$ cat config.mk
export PLATFORM = sky130hd
export DESIGN_NAME = wb_riot
export DESIGN_NICKNAME = d
export VERILOG_FILES = /design/src/rtl/wb_riot_pkg.sv /design/src/rtl/riot_timer.sv /design/src/rtl/wb_riot.sv
export SDC_FILE = /design/constraint.sdc
export NUM_CORES = 1
export LEC_CHECK = 0
export ABC_AREA = 1
export CAP_MARGIN = 30
export CORE_MARGIN = 4
export CORE_UTILIZATION = 50
export CTS_CLUSTER_SIZE = 12
export DETAILED_ROUTE_END_ITERATION = 6
export GPL_ROUTABILITY_DRIVEN = 0
export PLACE_DENSITY = 0.77
export SLEW_MARGIN = 20
export SYNTH_ARGS = -nofsm -noshare
export SYNTH_HDL_FRONTEND = slang
export SYNTH_SLANG_ARGS = --single-unit
$ cat constraint.sdc
create_clock -name clk_i -period 1.62 [get_ports clk_i]
set_input_delay 0.405 -clock clk_i [delete_from_list [all_inputs] [get_ports clk_i]]
set_output_delay 0.405 -clock clk_i [all_outputs]
set_load 0.02 [all_outputs]
$ cat src/rtl/wb_riot_pkg.sv
// Shared constants and prescale helpers for the Wishbone RIOT peripheral.
package wb_riot_pkg;

   localparam logic [6:0] PORT_BASE    = 7'h00;
   localparam logic [6:0] INTIM        = 7'h04;
   localparam logic [6:0] TIMINT       = 7'h05;
   localparam logic [6:0] TIM_BASE     = 7'h14;
   localparam logic [6:0] TIM_IRQ_BASE = 7'h1C;

   localparam int PRESC_W = 10;

   typedef enum logic [1:0] {
      SEL_1T    = 2'd0,
      SEL_8T    = 2'd1,
      SEL_64T   = 2'd2,
      SEL_1024T = 2'd3
   } presc_sel_e;

   function automatic logic [10:0] div_of(presc_sel_e s);
      case (s)
         SEL_1T:  div_of = 11'd1;
         SEL_8T:  div_of = 11'd8;
         SEL_64T: div_of = 11'd64;
         default: div_of = 11'd1024;
      endcase
   endfunction

endpackage

$ cat src/rtl/riot_timer.sv
// Interval timer: prescaler, down counter, underflow flag/mode and irq enable.
module riot_timer
   import wb_riot_pkg::*;
#(
   parameter int TIMER_W = 8
) (
   input  logic               clk,
   input  logic               rst_n,
   input  logic               tick,
   input  logic               load,
   input  presc_sel_e         load_sel,
   input  logic               load_irq,
   input  logic [7:0]         load_val,
   input  logic               rd_clr,
   output logic [TIMER_W-1:0] value,
   output logic               flag,
   output logic               irq
);

   logic [TIMER_W-1:0] timer_n;
   logic [PRESC_W-1:0] presc, presc_n;
   presc_sel_e         sel, sel_n;
   logic               flag_n, uf, uf_n, irq_en, irq_en_n;

   always_comb begin
      timer_n  = value;
      presc_n  = presc;
      sel_n    = sel;
      flag_n   = flag;
      uf_n     = uf;
      irq_en_n = irq_en;
      // A load discards any tick on the same edge.
      if (load) begin
         timer_n  = TIMER_W'(load_val);
         sel_n    = load_sel;
         presc_n  = '0;
         flag_n   = 1'b0;
         uf_n     = 1'b0;
         irq_en_n = load_irq;
      end else begin
         if (rd_clr) flag_n = 1'b0;
         // Underflow setting the flag overrides a same-edge read clear.
         if (tick) begin
            if (uf || ({1'b0, presc} == div_of(sel) - 11'd1)) begin
               presc_n = '0;
               timer_n = value - TIMER_W'(1);
               if (value == '0) begin
                  flag_n = 1'b1;
                  uf_n   = 1'b1;
               end
            end else begin
               presc_n = presc + PRESC_W'(1);
            end
         end
      end
   end

   always_ff @(posedge clk or negedge rst_n) begin
      if (!rst_n) begin
         value  <= '0;
         presc  <= '0;
         sel    <= SEL_1024T;
         flag   <= 1'b0;
         uf     <= 1'b0;
         irq_en <= 1'b0;
         irq    <= 1'b0;
      end else begin
         value  <= timer_n;
         presc  <= presc_n;
         sel    <= sel_n;
         flag   <= flag_n;
         uf     <= uf_n;
         irq_en <= irq_en_n;
         irq    <= flag_n & irq_en_n;
      end
   end

endmodule

$ cat src/rtl/wb_riot.sv
// Wishbone RIOT: NUM_PORTS 8-bit I/O ports with DDRs plus the interval timer.
module wb_riot
   import wb_riot_pkg::*;
#(
   parameter int NUM_PORTS = 2,
   parameter int TIMER_W   = 8
) (
   input  logic                   clk_i,
   input  logic                   rst_ni,
   input  logic                   stb_i,
   input  logic                   we_i,
   input  logic [6:0]             adr_i,
   input  logic [7:0]             dat_i,
   output logic                   ack_o,
   output logic [7:0]             dat_o,
   input  logic                   tick_i,
   input  logic [8*NUM_PORTS-1:0] port_i,
   output logic [8*NUM_PORTS-1:0] port_o,
   output logic [8*NUM_PORTS-1:0] port_oe_o,
   output logic                   irq_o
);

   logic [NUM_PORTS-1:0][7:0] out_q, ddr_q, pin;
   logic [TIMER_W-1:0]        timer;
   logic                      accept, tim_addr, tim_wr, flag;
   logic [7:0]                rd_data;

   assign accept   = stb_i && !ack_o;
   // INTIM/TIMINT shadow port 2 when NUM_PORTS > 2; the timer wins.
   assign tim_addr = (adr_i == INTIM) || (adr_i == TIMINT);
   assign tim_wr   = accept && we_i &&
                     ((adr_i[6:2] == TIM_BASE[6:2]) || (adr_i[6:2] == TIM_IRQ_BASE[6:2]));
   assign pin      = port_i;
   assign port_o   = out_q;
   assign port_oe_o = ddr_q;

   for (genvar p = 0; p < NUM_PORTS; p++) begin : g_port
      always_ff @(posedge clk_i or negedge rst_ni) begin
         if (!rst_ni) begin
            out_q[p] <= '0;
            ddr_q[p] <= '0;
         end else if (accept && we_i && !tim_addr) begin
            if (adr_i == PORT_BASE + 7'(2*p))     out_q[p] <= dat_i;
            if (adr_i == PORT_BASE + 7'(2*p + 1)) ddr_q[p] <= dat_i;
         end
      end
   end

   always_comb begin
      rd_data = '0;
      for (int p = 0; p < NUM_PORTS; p++) begin
         if (adr_i == PORT_BASE + 7'(2*p))
            rd_data = (out_q[p] & ddr_q[p]) | (pin[p] & ~ddr_q[p]);
         if (adr_i == PORT_BASE + 7'(2*p + 1))
            rd_data = ddr_q[p];
      end
      if (adr_i == INTIM)  rd_data = timer[7:0];
      if (adr_i == TIMINT) rd_data = {flag, 7'b0};
   end

   always_ff @(posedge clk_i or negedge rst_ni) begin
      if (!rst_ni) begin
         ack_o <= 1'b0;
         dat_o <= '0;
      end else begin
         ack_o <= accept;
         if (accept && !we_i) dat_o <= rd_data;
      end
   end

   riot_timer #(.TIMER_W(TIMER_W)) u_timer (
      .clk      (clk_i),
      .rst_n    (rst_ni),
      .tick     (tick_i),
      .load     (tim_wr),
      .load_sel (presc_sel_e'(adr_i[1:0])),
      .load_irq (adr_i[3]),
      .load_val (dat_i),
      .rd_clr   (accept && !we_i && (adr_i == INTIM)),
      .value    (timer),
      .flag     (flag),
      .irq      (irq_o)
   );

endmodule

==> results of run 1 <==
cell type report:
class                      count  area (um^2)  share of cell area (%)
multi-input combinational    323         1912                   35.37
sequential                    65         1630                   30.16
timing repair buffer         134         1282                   23.73
inverter                      69        274.0                   5.069
clock buffer                  10        127.6                   2.361
tap                           96        120.1                   2.222
clock inverter                 6        58.81                   1.088
how the worst max path moves through the flow:
stage	slack [ns]	from	to
after CTS	-0.02	adr_i[1]	dat_o[4]$_DFFE_PN0N_
after detailed placement	-0.60	adr_i[2]	dat_o[6]$_DFFE_PN0N_
after global routing	-0.10	u_timer.value[0]$_DFFE_PN0P_	u_timer.irq$_DFF_PN0_
after floorplan	0.09	ack_o$_DFF_PN0_	u_timer.presc[4]$_DFFE_PN0P_
final	-0.04	tick_i	u_timer.value[4]$_DFFE_PN0P_
after global placement	-0.54	adr_i[2]	dat_o[6]$_DFFE_PN0N_
cell usage after synthesis, types with 3 or more instances:
cell	instances	area share [%]
inv_1	64	6.6
nand4_1	6	1.0
buf_6	4	1.2
o21ai_0	45	6.2
o21ai_2	6	1.4
nand3_1	18	2.5
inv_2	5	0.51
buf_2	3	0.41
or2_2	7	1.2
nor3_1	3	0.41
nand3_2	3	0.82
dfrtp_1	63	43
o21ai_1	9	1.2
nor2_4	4	1.2
nand2_4	3	0.93
nand2_1	112	12
nor2_1	36	3.7
xor2_1	6	1.4
nand2_2	4	0.69
ha_1	3	1.0
a21oi_1	28	3.8
a21oi_2	7	1.7
nor2_2	3	0.51
o211ai_1	6	1.2
logic make-up after synthesis:
family | count (synthesis) | synth area share (%)
flops | 65 | 44.62
compound gates | 106 | 16.52
simple gates | 205 | 26.80
xor+xnor | 6 | 1.439
mux | 2 | 0.5483
buf+inv | 78 | 9.047
fa+ha+maj | 3 | 1.028
power by group through the flow:
stage | Clock, uW | Sequential (uW) | Combinational, uW
after floorplan | 0 | 2050 | 846
after global routing | 1410 | 2040 | 1970
final | 1340 | 2020 | 1810
after CTS | 1340 | 1980 | 1550
after global placement | 0 | 2010 | 1470
after detailed placement | 0 | 2010 | 1500
stage by stage:
step | total power [uW] | TNS, ns | utilization, %
global placement | 3480 | -25.43 | 69.32
global route | 5420 | -1.990 | 77.84
detailed placement | 3511 | -28.15 | 69.32
CTS | 4881 | -0.01867 | 74.79
finish | 5163 | -0.3642 | 77.84
floorplan | 2898 | 0 | -
registers in the layout, summed over array words and instances, names as in the netlist:
signal and flops:
port_o 16, port_oe_o 16, u_timer.presc 10, dat_o 8, u_timer.value 8, u_timer.sel 2
ack_o 1, u_timer.flag 1, u_timer.irq 1, u_timer.irq_en 1, u_timer.uf 1
metal layers:
layer / up-vias / wire (um)
li1: 1784 / -
met1: 1896 / 4971
met2: 188 / 6055
met3: 46 / 793
met4: 0 / 439
met5: - / 0
worst register-to-register path, cell delays in order, from the launching register on:
cell	delay (ns)
dfrtp_1	0.40
inv_2	0.11
ha_4	0.13
nand4_1	0.11
nor4_2	0.35
buf_4	0.19
nand2_4	0.05
nand2_2	0.06
nand2_2	0.07
nor2_1	0.11
what timing repair did:
| item | in CTS | in global routing |
|---|---|---|
| endpoints found under the hold margin | 0 | 0 |
| hold buffers | 0 | 0 |
| setup endpoints to repair | 98 | 54 |
| gates cloned | 4 | 0 |
| pin swaps | 17 | 28 |
| setup buffers | 8 | 10 |
| gates resized for setup | 81 | 57 |
==> flow_summary.yaml, run 1 <==
timing:
  tightest_slew_ns: 0.3628
  skew_ns: 0.01075
  rsz0062_at_grt: "yes"
  fin_crit_ns: 1.664
  post-route-period-util_pct: 102.7
  finalHoldViolations: 0
  fin_ws_ns: -0.04404
  max_freq_ghz: 0.6009
  hold_slack_ns: 0.04839
  final_max_slew_viol_count: 0
  setup_viol: 15
  slew-limit-headroom_pct: 75.81
synthesis:
  yosysWarningCount: 0
  synth.avg_cell_area_um2: 7.852
  synth_cells: 465
  yosysUniqueCellTypes: 38
  synth_edf_count: 0
  syn_area_um2: 3651
  seq_area_frac_synth_pct: 44.62
  syn-num-nets: 504
  synthArstFlopShare_pct: 100.0
  synth_flop_cell: "dfrtp_1"
  ys_seq_elements: 65
pwr:
  p_sw_uw: 1853
  p_seq_share_pct: 39.1
  irDropWorstVdd_mv: 0.5895
  power_density_nw_per_um2: 955.1
  p_int_uw: 3309
  clock_power_share_pct: 25.9
  power_frac_comb_pct: 35.1
  swShare_pct: 35.90
  leakagePower_uw: 0.002675
die:
  initial_core_util_pct: 52.58
  die_w_um: 93.45
  dieArea_um2: 8733
  core.rowCount: 30
  die_y_um: 93.45
  fp.coreArea_um2: 6944
  pin_count: 78
run_status:
  status: "finished, violations left"
  violations: "negative setup slack"
route:
  vias: 3914
  drc_errors: 0
  vias_per_cell: 5.568
  dr.first_iter.drc_count: 294
  wirelength_um: 12260
  dr.pass1.iters: 5
  ant_nets: 0
  wl_per_cell_um: 17.44
worst_setup_path:
  crit_path_frequent_cell: "nand2_8"
  worstPathMaxFanout: 7
  slowest_delay_ns: 0.54
  worstReg2RegEnd: "u_timer.irq$_DFF_PN0_"
  regToRegSetupSlack_ns: -0.03
  worstSetupPathType: "input pin to register"
  worstPathCellList: "clkdlybuf4s50_1 -> buf_4 -> clkinvlp_4 -> nand2_8 -> buf_6 -> nand2_8 -> buf_12 -> nand2_2 -> o21ai_2"
  worst_path_dominant_cell_family: "buffers and inverters"
  start_kind: "input pin"
  r2r_cells: 9
  critPathBufInv: 5
  crit_slowest_cell: "clkdlybuf4s50_1"
  required_ns: 1.85
  worst-path-stages: 9
  critPathCaptureType: "register"
  r2r-start: "u_timer.value[0]$_DFFE_PN0P_"
  cp_data_arrival_time_ns: 1.89
global_routing:
  grt_antenna_before_repair: 0
  overflow: 0
  grt_pass1_vias: 3704
  grt_util_met3_pct: 4.586
  grt_use_total_pct: 27.12
  grt_use_met1_pct: 35.10
  grt_max_degree: 66
  grtUsageMet2_pct: 44.97
  grt_pass1_wl_um: 18370
  grt.busiest_layer: "met2"
placed_design:
  dp_hpwl_um: 8096
  port_buffers: 77
  dp_cells: 667
  dpl_cell_area_um2: 4813
  post-place-ws_ns: -0.6010
clocking:
  cts.htree.levels: 3
  cts_buffer_depth: 2
  clk_latency_ns: 0.34
  root_buffer: "clkbuf_8"
  cts_buffers: 9
  cts_tree: "done"
  clock_sinks: 65
  path_clk_slew_ns: 0.07
job:
  maxCapViolCount: 0
final_layout:
  layout.cells.non_filler: 703
  fillerInstances: 481
  areaGrowthSynthToFinish_pct: 48.05
  fin_area_um2: 5405
  mostFrequentLayoutCell: "nand2_1"
  drive_gt1_share_pct: 28.83
  layout_common_cells: "nand2_1 (94), dfrtp_1 (62), inv_1 (51)"
  nNetsFinal: 641
  diodes: 0
hold_path:
  worst_hold_path_type: "input pin to async pin"
No activity file was read; power rests on OpenSTA's default activity.
==> inputs of run 2 (changes only) <==
Settings changed: CORE_MARGIN 4 to 2, GPL_TIMING_DRIVEN set to 0.
==> run 2 against run 1 <==
The run now ends clean. Power shrank 2.2%. Combinational power down 18%. Clock-buffer cell count increased by 1. Sequential share of layout area rose by 1.0 points. Routed wire length decreased by 9.1%. Cell count decreased by 1.8%. Sequential cell count is the same. Largest cell class unchanged.
==> flow_summary.yaml, run 2 (synthesis gave the netlist of run 1 again) <==
run_status:
  status: "completed"
placed_design:
  port_buffers: 77
  dp_cells: 642
  dp_hpwl_um: 7672
  post-place-ws_ns: -0.6571
pwr:
  leakagePower_uw: 0.002645
  irDropWorstVdd_mv: 0.5986
  clock_power_share_pct: 30.6
  p_sw_uw: 1711
  p_seq_share_pct: 39.9
  power_density_nw_per_um2: 964.2
  power_frac_comb_pct: 29.5
  p_int_uw: 3338
  swShare_pct: 33.88
route:
  drc_errors: 0
  vias: 3756
  ant_nets: 0
  dr.pass1.iters: 6
  wl_per_cell_um: 16.16
  vias_per_cell: 5.443
  dr.first_iter.drc_count: 327
  wirelength_um: 11150
worst_setup_path:
  worstSetupPathType: "register to register"
  required_ns: 1.89
  worstPathMaxFanout: 6
  worstReg2RegEnd: "u_timer.presc[2]$_DFFE_PN0P_"
  cp_data_arrival_time_ns: 1.89
  r2r_cells: 11
  r2r-start: "ack_o$_DFF_PN0_"
  start_kind: "register"
  regToRegSetupSlack_ns: 0.00006
  critPathCaptureType: "register"
clocking:
  clk_latency_ns: 0.35
  cts_buffer_depth: 2
  cts_tree: "done"
  path_clk_slew_ns: 0.07
  clock_sinks: 65
  cts_buffers: 9
  cts.htree.levels: 3
  root_buffer: "clkbuf_8"
hold_path:
  whs_endpoint: "u_timer.irq_en$_DFF_PN0_"
  hold_path_depth: 3
  worst_hold_path_type: "input pin to register"
  hp-start: "adr_i[3]"
final_layout:
  nNetsFinal: 625
  drive_gt1_share_pct: 24.70
  layout_common_cells: "nand2_1 (105), dfrtp_1 (61), inv_1 (53)"
  areaGrowthSynthToFinish_pct: 43.42
  fillerInstances: 565
  diodes: 0
  regArea_um2: 1632
  multi_input_area_um2: 1891
  mostFrequentLayoutCell: "nand2_1"
  layout.cells.non_filler: 690
global_routing:
  grt_antenna_before_repair: 0
  grt_pass1_vias: 3692
  grt_pass1_wl_um: 17070
  overflow: 0
  grt_use_total_pct: 28.52
  grt_max_degree: 44
die:
  core.rowCount: 31
  die_y_um: 89.45
  fp.coreArea_um2: 7176
  dieArea_um2: 8001
  pin_count: 78
  initial_core_util_pct: 50.88
  die_w_um: 89.45
timing:
  rsz0062_at_grt: "yes"
  setup_viol: 0
  tightest_slew_ns: 0.3620
  final_max_slew_viol_count: 0
  fin_ws_ns: 0.00005640
  fin_crit_ns: 1.620
  skew_ns: 0.006347
  finalHoldViolations: 0
  slew-limit-headroom_pct: 75.74
  max_freq_ghz: 0.6173
  post-route-period-util_pct: 100.0
job:
  maxCapViolCount: 0
run 2: cell type report:
| type | count | share of cell area (%) |
|---|---|---|
| Buffer | 9 | 1.840 |
| Tap cell | 99 | 2.366 |
| Inverter | 69 | 5.400 |
| Sequential cell | 65 | 31.16 |
| Timing Repair Buffer | 110 | 18.92 |
| Multi-Input combinational cell | 322 | 36.11 |
| Clock buffer | 11 | 2.700 |
| Clock inverter | 5 | 1.505 |
run 2: routing by layer:
layer | vias up | part of all wire, % | GRT usage, %
met1 | 1796 | 40 | 34.51
met4 | 0 | 3.3 | 14.38
met2 | 188 | 49 | 48.08
met5 | - | 0 | 0
li1 | 1738 | - | -
met3 | 34 | 7.9 | 6.002
run 2: how the worst max path moves through the flow:
stage / depth (start not counted) / endpoint / start
2_1_floorplan: 9 / u_timer.presc[4]$_DFFE_PN0P_ / ack_o$_DFF_PN0_
3_3_place_gp: 1 / port_o[0]$_DFFE_PN0P_ / rst_ni
3_5_place_dp: 9 / port_oe_o[5]$_DFFE_PN0P_ / adr_i[1]
4_1_cts: 10 / u_timer.value[5]$_DFFE_PN0P_ / u_timer.presc[2]$_DFFE_PN0P_
5_1_grt: 11 / u_timer.presc[2]$_DFFE_PN0P_ / ack_o$_DFF_PN0_
6_report: 11 / u_timer.presc[2]$_DFFE_PN0P_ / ack_o$_DFF_PN0_
run 2: stage by stage:
| step | instance area, um^2 | hold WS [ns] | total power [uW] | TNS [ns] | util, % |
|---|---|---|---|---|---|
| 2_1_floorplan | 3651 | 0.1094 | 2898 | 0 | - |
| 3_3_place_gp | 4546 | 0.4616 | 3318 | -157.66 | 63.35 |
| 3_5_place_dp | 4563 | 0.3144 | 3366 | -32.38 | 63.59 |
| 4_1_cts | 4972 | 0.4799 | 4900 | 0 | 69.29 |
| 5_1_grt | 5236 | 0.4414 | 5328 | -0.6457 | 72.97 |
| 6_report | 5236 | 0.4231 | 5049 | 0 | 72.97 |
run 2: power by group through the flow:
stage          combinational (uW)  sequential, uW  clock (uW)
2_1_floorplan                 846            2050           0
3_3_place_gp                 1300            2020           0
3_5_place_dp                 1340            2030           0
4_1_cts                      1340            2000        1560
5_1_grt                      1670            2030        1630
6_report                     1490            2020        1550
run 2: critical path, stage by stage, from the launching register on:
cell and delay [ns]:
dfrtp_1 0.42, nor2_4 0.15, nand2_4 0.09, inv_2 0.08, nand4_4 0.15, nand2_4 0.16, buf_6 0.14, buf_6 0.10
nand2_2 0.04, nand2_1 0.07, nand2_1 0.05, nor2_1 0.08
run 2: repair_timing:
| item | in CTS | in global routing |
|---|---|---|
| resized for setup | 90 | 51 |
| gates cloned | 0 | 0 |
| endpoints found under the setup margin | 102 | 61 |
| hold buffers | 1 | 0 |
| endpoints found under the hold margin | 22 | 0 |
| pin swaps | 19 | 22 |
| setup buffers | 16 | 15 |
